===== config.mk =====
export PLATFORM = sky130hd
export DESIGN_NAME = cmp_share_arbiter
export DESIGN_NICKNAME = d
export VERILOG_FILES = /design/src/rtl/cmp_share_pkg.sv /design/src/rtl/cmp_rr_pick.sv /design/src/rtl/cmp_share_arbiter.sv
export SDC_FILE = /design/constraint.sdc
export NUM_CORES = 1
export LEC_CHECK = 0
export ABC_AREA = 1
export BUFFER_PORTS_ARGS = -buffer_cell sky130_fd_sc_hd__buf_2
export CORE_UTILIZATION = 51
export DETAILED_ROUTE_END_ITERATION = 6
export HOLD_SLACK_MARGIN = 0.05
export MAX_ROUTING_LAYER = met4
export PLACE_DENSITY = 0.8
export SLEW_MARGIN = 5
export SYNTH_ARGS = -nofsm -noshare
export SYNTH_HDL_FRONTEND = slang
export SYNTH_SLANG_ARGS = --single-unit

===== constraint.sdc =====
create_clock -name clk -period 2.6 [get_ports clk]
set_input_delay 0 -clock clk [delete_from_list [all_inputs] [get_ports clk]]
set_output_delay 0 -clock clk [all_outputs]
set_load 0.02 [all_outputs]

===== src/rtl/cmp_share_pkg.sv =====
// Shared types and constants for the compare-share arbiter.
// Optional statistics counter is enabled with CMP_SHARE_ARBITER_STATS_EN.
package cmp_share_pkg;

    // Arbiter FSM states; encoding is fixed so the state can be probed directly.
    typedef enum logic [1:0] {
        IDLE    = 2'd0,
        COMPARE = 2'd1,
        RESPOND = 2'd2
    } cmp_state_t;

    // Magnitude-compare outcome; exactly one bit is set for a valid result.
    typedef struct packed {
        logic equal;
        logic bigger;
        logic less;
    } cmp_result_t;

    // Width of the optional handshake counter.
    localparam int CMP_STATS_W = 16;

endpackage


===== src/rtl/cmp_rr_pick.sv =====
// Round-robin winner search: first set request bit strictly after rr_ptr,
// wrapping modulo N. Purely combinational.
module cmp_rr_pick #(
    parameter int N   = 4,
    parameter int IDW = $clog2(N)
) (
    input  logic [N-1:0]   req,
    input  logic [IDW-1:0] rr_ptr,
    output logic           any,
    output logic [IDW-1:0] win_id
);

    // Walk the N positions after rr_ptr; the first pending request wins.
    always_comb begin
        int             pos;
        logic [IDW-1:0] idx;
        any    = 1'b0;
        win_id = '0;
        for (int k = 1; k <= N; k++) begin
            pos = (int'(rr_ptr) + k) % N;
            idx = IDW'(pos);
            if (!any && req[idx]) begin
                any    = 1'b1;
                win_id = idx;
            end
        end
    end

endmodule


===== src/rtl/cmp_share_arbiter.sv =====
// Shares one unsigned W-bit magnitude comparator among N requesters.
// Round-robin arbitration, one comparison in flight, result returned on a
// valid/ready channel. Define CMP_SHARE_ARBITER_STATS_EN to add cmp_count.
//
// Response handshake: rsp_valid rises with a new result and, together with
// rsp_id and the result fields, stays stable until the cycle in which
// rsp_ready is also high; that edge is the transfer. rsp_ready is ignored
// while rsp_valid is low.
module cmp_share_arbiter
    import cmp_share_pkg::*;
#(
    parameter int N   = 4,
    parameter int W   = 4,
    parameter int IDW = $clog2(N)
) (
    input  logic                   clk,
    input  logic                   rst_n,
    input  logic [N-1:0]           req,
    input  logic [N*W-1:0]         a_in,
    input  logic [N*W-1:0]         b_in,
    output logic [N-1:0]           gnt,
    output logic                   busy,
    output logic                   rsp_valid,
    input  logic                   rsp_ready,
    output logic [IDW-1:0]         rsp_id,
    output logic                   rsp_equal,
    output logic                   rsp_bigger,
    output logic                   rsp_less
`ifdef CMP_SHARE_ARBITER_STATS_EN
    ,
    output logic [CMP_STATS_W-1:0] cmp_count
`endif
);

    localparam logic [N-1:0] GNT_ONE = N'(1);

    cmp_state_t     state;
    logic [W-1:0]   op_a;
    logic [W-1:0]   op_b;
    logic [IDW-1:0] cur_id;
    logic [IDW-1:0] rr_ptr;
    cmp_result_t    rsp_q;

    logic           pick_any;
    logic [IDW-1:0] pick_id;
    logic [W-1:0]   sel_a;
    logic [W-1:0]   sel_b;
    cmp_result_t    cmp_now;

    cmp_rr_pick #(
        .N   (N),
        .IDW (IDW)
    ) u_pick (
        .req    (req),
        .rr_ptr (rr_ptr),
        .any    (pick_any),
        .win_id (pick_id)
    );

    // Route the winning requester's operand lanes to the capture registers.
    always_comb begin
        sel_a = '0;
        sel_b = '0;
        for (int i = 0; i < N; i++) begin
            if (IDW'(i) == pick_id) begin
                sel_a = a_in[i*W +: W];
                sel_b = b_in[i*W +: W];
            end
        end
    end

    // Unsigned compare of the captured operands.
    always_comb begin
        cmp_now.equal  = (op_a == op_b);
        cmp_now.bigger = (op_a >  op_b);
        cmp_now.less   = (op_a <  op_b);
    end

    // Arbitration / compare / respond sequencer with registered outputs.
    always_ff @(posedge clk or negedge rst_n) begin
        if (!rst_n) begin
            state     <= IDLE;
            gnt       <= '0;
            op_a      <= '0;
            op_b      <= '0;
            cur_id    <= '0;
            rr_ptr    <= IDW'(N - 1);
            rsp_valid <= 1'b0;
            rsp_id    <= '0;
            rsp_q     <= '0;
        end else begin
            gnt <= '0;
            case (state)
                IDLE: begin
                    if (pick_any) begin
                        op_a   <= sel_a;
                        op_b   <= sel_b;
                        cur_id <= pick_id;
                        gnt    <= GNT_ONE << pick_id;
                        state  <= COMPARE;
                    end
                end
                COMPARE: begin
                    rsp_q     <= cmp_now;
                    rsp_id    <= cur_id;
                    rsp_valid <= 1'b1;
                    state     <= RESPOND;
                end
                RESPOND: begin
                    if (rsp_ready) begin
                        rsp_valid <= 1'b0;
                        rr_ptr    <= cur_id;
                        state     <= IDLE;
                    end
                end
                default: state <= IDLE;
            endcase
        end
    end

    assign busy       = (state != IDLE);
    assign rsp_equal  = rsp_q.equal;
    assign rsp_bigger = rsp_q.bigger;
    assign rsp_less   = rsp_q.less;

`ifdef CMP_SHARE_ARBITER_STATS_EN
    logic [CMP_STATS_W-1:0] stat_cnt;

    // Saturating count of completed response handshakes.
    always_ff @(posedge clk or negedge rst_n) begin
        if (!rst_n) begin
            stat_cnt <= '0;
        end else if (rsp_valid && rsp_ready && (stat_cnt != {CMP_STATS_W{1'b1}})) begin
            stat_cnt <= stat_cnt + 1'b1;
        end
    end

    assign cmp_count = stat_cnt;
`endif

endmodule


* Yosys cells after proc, flatten, opt, wreduce, memory -nomap -nowiden *
Index checks and enable logic that the tools add are counted.

word-level totals
  flip-flop bits (word level) = 24
  input bits = 39
  output and inout bits = 11

operators by class
  add/subtract/negate cells = 4
  $lt $le $gt $ge = 6
  eq/ne operators = 8
  shift-type cells = 1
  muxes and demuxes = 31
  reduce and logical (&&, ||, !) cells = 14

operators by type and width
  operator                                                                       count
  4-bit two-way mux                                                              10
  2-bit by 3-bit less-than comparator with 1-bit output (second input constant)  4
  2-bit two-way mux                                                              6
  1-bit two-way mux                                                              9
  1-bit binary-select mux with 2-bit select                                      4
  2-bit AND reduction                                                            4
  2-bit case mux with 3 select lines                                             1
  2-bit by 1-bit adder with 2-bit output (second input constant)                 2
  2-bit adder (second input constant)                                            2
  2-bit equality test (first input constant)                                     2
  4-bit equality test                                                            1
  4-bit > comparator                                                             1
  2-bit zero test                                                                2
  4-bit less-than comparator                                                     1
  2-bit != test (second input constant)                                          2
  2-bit nonzero test                                                             2
  1-bit by 2-bit << shifter with 4-bit output (first input constant)             1
  1-bit logical AND                                                              3
  1-bit zero test                                                                3
  1-bit by 2-bit equality test with 1-bit output (first input constant)          1
  2-bit by 1-bit equality test with 1-bit output (second input constant)         1
  2-bit equality test (second input constant)                                    1
  1-bit case mux with 2 select lines                                             1

* Longest topological paths before layout *
  depth in word-level cells = 18
  mapped depth = 14

* Hierarchy *
A second synthesis with hierarchy kept.

unflattened totals
  cell total of the unflattened synthesis = 212
  area total of the unflattened synthesis = 1565.3 µm²

modules (own cells, without submodules)
  module             times used  cells each  area each (µm²)
  cmp_share_arbiter  1           163         1275.0
  cmp_rr_pick        1           49          290.3

* Worst setup path before layout *
No wires, ideal clock.

  kind = reg-to-reg
  from = register rr_ptr[0]
  to = register op_a[0]
  library setup time = 0.117 ns
  arrival = 1.740 ns
  required time = 2.483 ns
  slack = 0.743 ns
  stages on the path, launching flop included = 15
  period minus slack after synthesis = 1.857 ns
  cells stage by stage = dfstp_2 inv_2 nand2_2 nand2_2 nand2_1 nand2_2 nor2_8 nand3_2 nand3_2 nand2_4 buf_6 nand3_1 nand3_1 nor2_1 nor2_1

on the way
  longest elaborated chain between the ends = 18
  elaborated cells between the ends (all ways) = 35

ends and longest elaborated chain
  element                                    RTL line                  RTL
  start: declaration                         cmp_share_arbiter.sv:41   logic [IDW-1:0] rr_ptr;
  start signal: assignment                   cmp_share_arbiter.sv:87   rr_ptr <= IDW'(N - 1);
  start signal: assignment                   cmp_share_arbiter.sv:112  rr_ptr <= cur_id;
  2-bit by 1-bit adder with 2-bit output     cmp_rr_pick.sv:20         pos = (int'(rr_ptr) + k) % N;
  1-bit binary-select mux with 2-bit select  cmp_rr_pick.sv:22         if (!any && req[idx]) begin
  1-bit two-way mux (implied by the code)    cmp_rr_pick.sv:22
  1-bit two-way mux                          cmp_rr_pick.sv:22
  1-bit zero test                            cmp_rr_pick.sv:22
  1-bit logical AND                          cmp_rr_pick.sv:22
  1-bit two-way mux                          cmp_rr_pick.sv:22
  1-bit zero test                            cmp_rr_pick.sv:22
  1-bit logical AND                          cmp_rr_pick.sv:22
  1-bit two-way mux                          cmp_rr_pick.sv:22
  1-bit zero test                            cmp_rr_pick.sv:22
  1-bit logical AND                          cmp_rr_pick.sv:22
  2-bit two-way mux                          cmp_rr_pick.sv:22
  2-bit zero test                            cmp_share_arbiter.sv:65   if (IDW'(i) == pick_id) begin
  4-bit two-way mux (4 in series)            cmp_share_arbiter.sv:65
  end signal: assignment                     cmp_share_arbiter.sv:96   op_a <= sel_a;
  end: declaration                           cmp_share_arbiter.sv:38   logic [W-1:0] op_a;

Several ways; a longest one is shown, not always the timed one. The select of a mux whose other input is x is not followed.
A chain may end at the register's enable or synchronous reset.

* Worst setup path in the final report *
  from = register rr_ptr[0]
  to = register op_a[2]

The elaborated chain is that of the path after synthesis.

==> metrics.md <==
| Metric | Value |
|---|---|
| Seq/Total Area, Yosys | `37.9%` |
| Slowest-stage cell, CP | `dfstp_2` |
| CTS resizes | `0` |
| Antenna Cells | `0` |
| Die Width | `57.9 um` |
| Largest net degree at the start of global routing | `25` |
| H-tree depth | `1` |
| Max Freq | `456 MHz` |
| P_int | `1.29 mW` |
| Syn Area/Cell | `7.51 um2` |
| Post-CTS Setup Inserts | `0` |
| Critical Path AT | `2.41 ns` |
| Final setup violating endpoints | `0` |
| Row count | `19` |
| Critical path startpoint category | `flip-flop` |
| Clock latency on the worst-skew pair | `0.31 ns` |
| Drc violations | `3` |
| Setup slack after placement | `0.404 ns` |
| R2r setup slk | `0.41 ns` |
| Drt wl/cell | `12.2 um` |
| Pwr dens | `1410 mW/mm2` |
| Cts hold-fix bufs | `14` |
| All-layer global routing usage | `25.5%` |
| Min Clock Period, post-route | `2.19 ns` |
| # clock sinks | `24` |
| CTS tree | `yes` |
| Crit path top cell by count | `nand2_1` |
| HP Class | `in -> reg` |
| Die Y | `57.9 um` |
| Worst slew pin tran | `0.536 ns` |
| Post-DR vias/cell | `5.12` |
| Slew Limit Fails | `0` |
| Failing checks | `design-rule violations` |
| Port Buf Inserts | `49` |
| DRT antenna net count | `0` |
| Clock-pin slew on the worst setup and hold paths | `0.13 ns` |
| Fill count | `252` |
| RSZ-0062 raised after global routing | `no` |
| LEAKAGE | `1.10 nW` |
| Area grow syn2layout | `27.2%` |
| Number of global-route vias before repair | `1,429` |
| CP max FO | `19` |
| Reg power frac | `23.1%` |
| Routed WL | `3.75 mm` |
| Post-synthesis cell type count | `25` |
| Setup skew after layout | `0.0105 ns` |
| Most common cell after layout, fill and taps aside | `nand2_1` |
| Grt ovf | `0` |
| Clock Power Share | `6.7%` |
| Xor/xnor share of the synthesized area | `0%` |
| Peak supply drop | `0.819 mV` |
| Final hold vios | `0` |
| Combinational Power Share | `70.2%` |
| IO Pins | `50` |
| Synth Area in Simple Gates | `46.0%` |
| Drt pass-1 iters | `6` |
| Cells along the critical path | `inv_2 -> nand2_1 -> nand2_1 -> nand2_4 -> nand2_4 -> nor2_8 -> nand3_2 -> nand2_1 -> nand2_4 -> nor2_8 -> nor2_1 -> nand3_1 -> nand2_1` |
| Num CTS Buffers | `3` |
| GP Congestion | `0.905` |
| Core area | `0.00285 mm2` |
| Max transition margin | `64.1%` |
| Slowest stage delay, CP | `0.61 ns` |
| Final nets | `320` |
| Sw power | `1.56 mW` |
| Synthesized instance count | `212` |
| Adder-cell share of the synthesized area | `3.14%` |
| Post-Syn Nets | `255` |
| Fraction of layout cells with a size suffix above 1 | `31.2%` |
| Setup TNS | `0 ns` |
| Most frequent cells in the layout | `nand2_1 (54), buf_2 (49), nand3_1 (32)` |
| Dpl hpwl | `2.72 mm` |
| Compound-gate portion of the synthesized area | `5.35%` |
| Initial antenna violation count | `0` |
| Global-route wire length before repair | `6.39 mm` |
| Max-cap violation count | `0` |
| Critical path class | `reg -> reg` |
| Crit path capture type | `flip-flop` |
| Multiplexer share of the synthesized area | `0%` |
| Largest family of logic cells by synthesized area | `simple AND/OR/NAND/NOR gates` |
| Synth warn | `0` |
| Post-route clock period utilization | `84.4%` |
| Vias | `1,571` |
| Sw frac | `54.7%` |
| Setup ws final | `0.406 ns` |
| Die footprint | `0.00335 mm2` |
| Outcome | `finished with violations` |
| Total power draw | `2.85 mW` |
| Clock Tree Root | `clkbuf_4` |
| Initial Util | `55.8%` |
| Cell area after synthesis | `0.00159 mm2` |
| Clock buffer depth | `2` |
| First DRT Iteration DRCs | `78` |
| Synth Register Bits | `24` |
| WP data required | `2.82 ns` |
routing by layer:
layer / routed length [um] / track usage (%)
met5: 0 / -
met4: 98 / 10.2
met3: 221 / 3.13
met2: 1700 / 38.9
met1: 1730 / 34.7
per-stage QoR:
step / hold WS [ns] / utilization [%] / cell area [um2] / instances
after floorplan: -0.296 / - / 1590 / 212
after global placement: 0.000655 / 64.8 / 1850 / 289
after detailed placement: -0.00289 / 64.8 / 1850 / 289
after CTS: 0.0532 / 71.0 / 2020 / 307
after global routing: 0.0784 / 71.0 / 2020 / 307
final: 0.0484 / 71.0 / 2020 / 307
worst paths after layout:
kind	endpoint	start	cells after the start
worst max-delay path	op_a[2]$_DFFE_PN0P_	rr_ptr[0]$_DFFE_PN1P_	13
worst min-delay path	op_a[2]$_DFFE_PN0P_	a_in[10]	4
worst max register to register	op_a[2]$_DFFE_PN0P_	rr_ptr[0]$_DFFE_PN1P_	13
worst min register to register	rsp_id[0]$_DFFE_PN0P_	rsp_id[0]$_DFFE_PN0P_	2
max in group asynchronous	rr_ptr[1]$_DFFE_PN1P_	rst_n	2
min in group asynchronous	rsp_equal$_DFFE_PN0P_	rst_n	2
worst max-delay path, delay by kind of cell (launching register included):
family                 cells  cell delay [ns]
buffers and inverters      1             0.11
flip-flops                 1             0.61
AND/OR/NAND/NOR           12             1.38
cells by family after synthesis:
| group | Yosys count |
|---|---|
| compound gates | 15 |
| fa+ha+maj | 4 |
| flops | 24 |
| simple gates | 141 |
| buf+inv | 28 |
Yosys cell counts:
cell	count	area share, %
o21ai_1	1	0.31
a21oi_1	3	0.94
a21boi_1	1	0.47
o21ai_0	8	2.5
nor3_1	3	0.94
nand3b_1	2	0.94
nor2_1	19	4.5
inv_1	17	4.0
nor2_8	2	2.5
ha_1	4	3.1
nand3_2	3	1.9
nand2_2	12	4.7
nand2_1	54	13
clkinv_1	1	0.24
o21ai_2	2	1.1
or2_1	3	1.2
buf_2	1	0.31
dfstp_2	2	3.3
dfrtp_1	22	35
buf_6	2	1.4
nand3_1	32	10
nand2_4	4	2.8
nand4_4	1	1.3
inv_2	7	1.7
nand4_1	6	2.4
cell type report:
type                       instances  area [um2]  share of cell area [%]
multi-input combinational        160         867                    42.8
clock buffer                       4        36.3                    1.79
sequential                        24         603                    29.8
timing repair buffer              63         385                    19.0
tap                               31        38.8                    1.92
inverter                          25        93.8                    4.64
flip-flops by register name (all words and copies together) (netlist names):
name,cells
gnt,4
op_a,4
op_b,4
cur_id,2
rr_ptr,2
rsp_id,2
state,2
rsp_bigger,1
rsp_equal,1
rsp_less,1
rsp_valid,1
power groups by stage:
| stage | Clock (mW) | Sequential [mW] | Combinational (mW) |
|---|---|---|---|
| floorplan | 0 | 0.710 | 1.58 |
| global placement | 0 | 0.660 | 1.93 |
| detailed placement | 0 | 0.665 | 1.97 |
| CTS | 0.192 | 0.658 | 2.00 |
| global route | 0.208 | 0.680 | 2.26 |
| finish | 0.192 | 0.659 | 2.00 |
No activity file was read; power rests on OpenSTA's default activity.
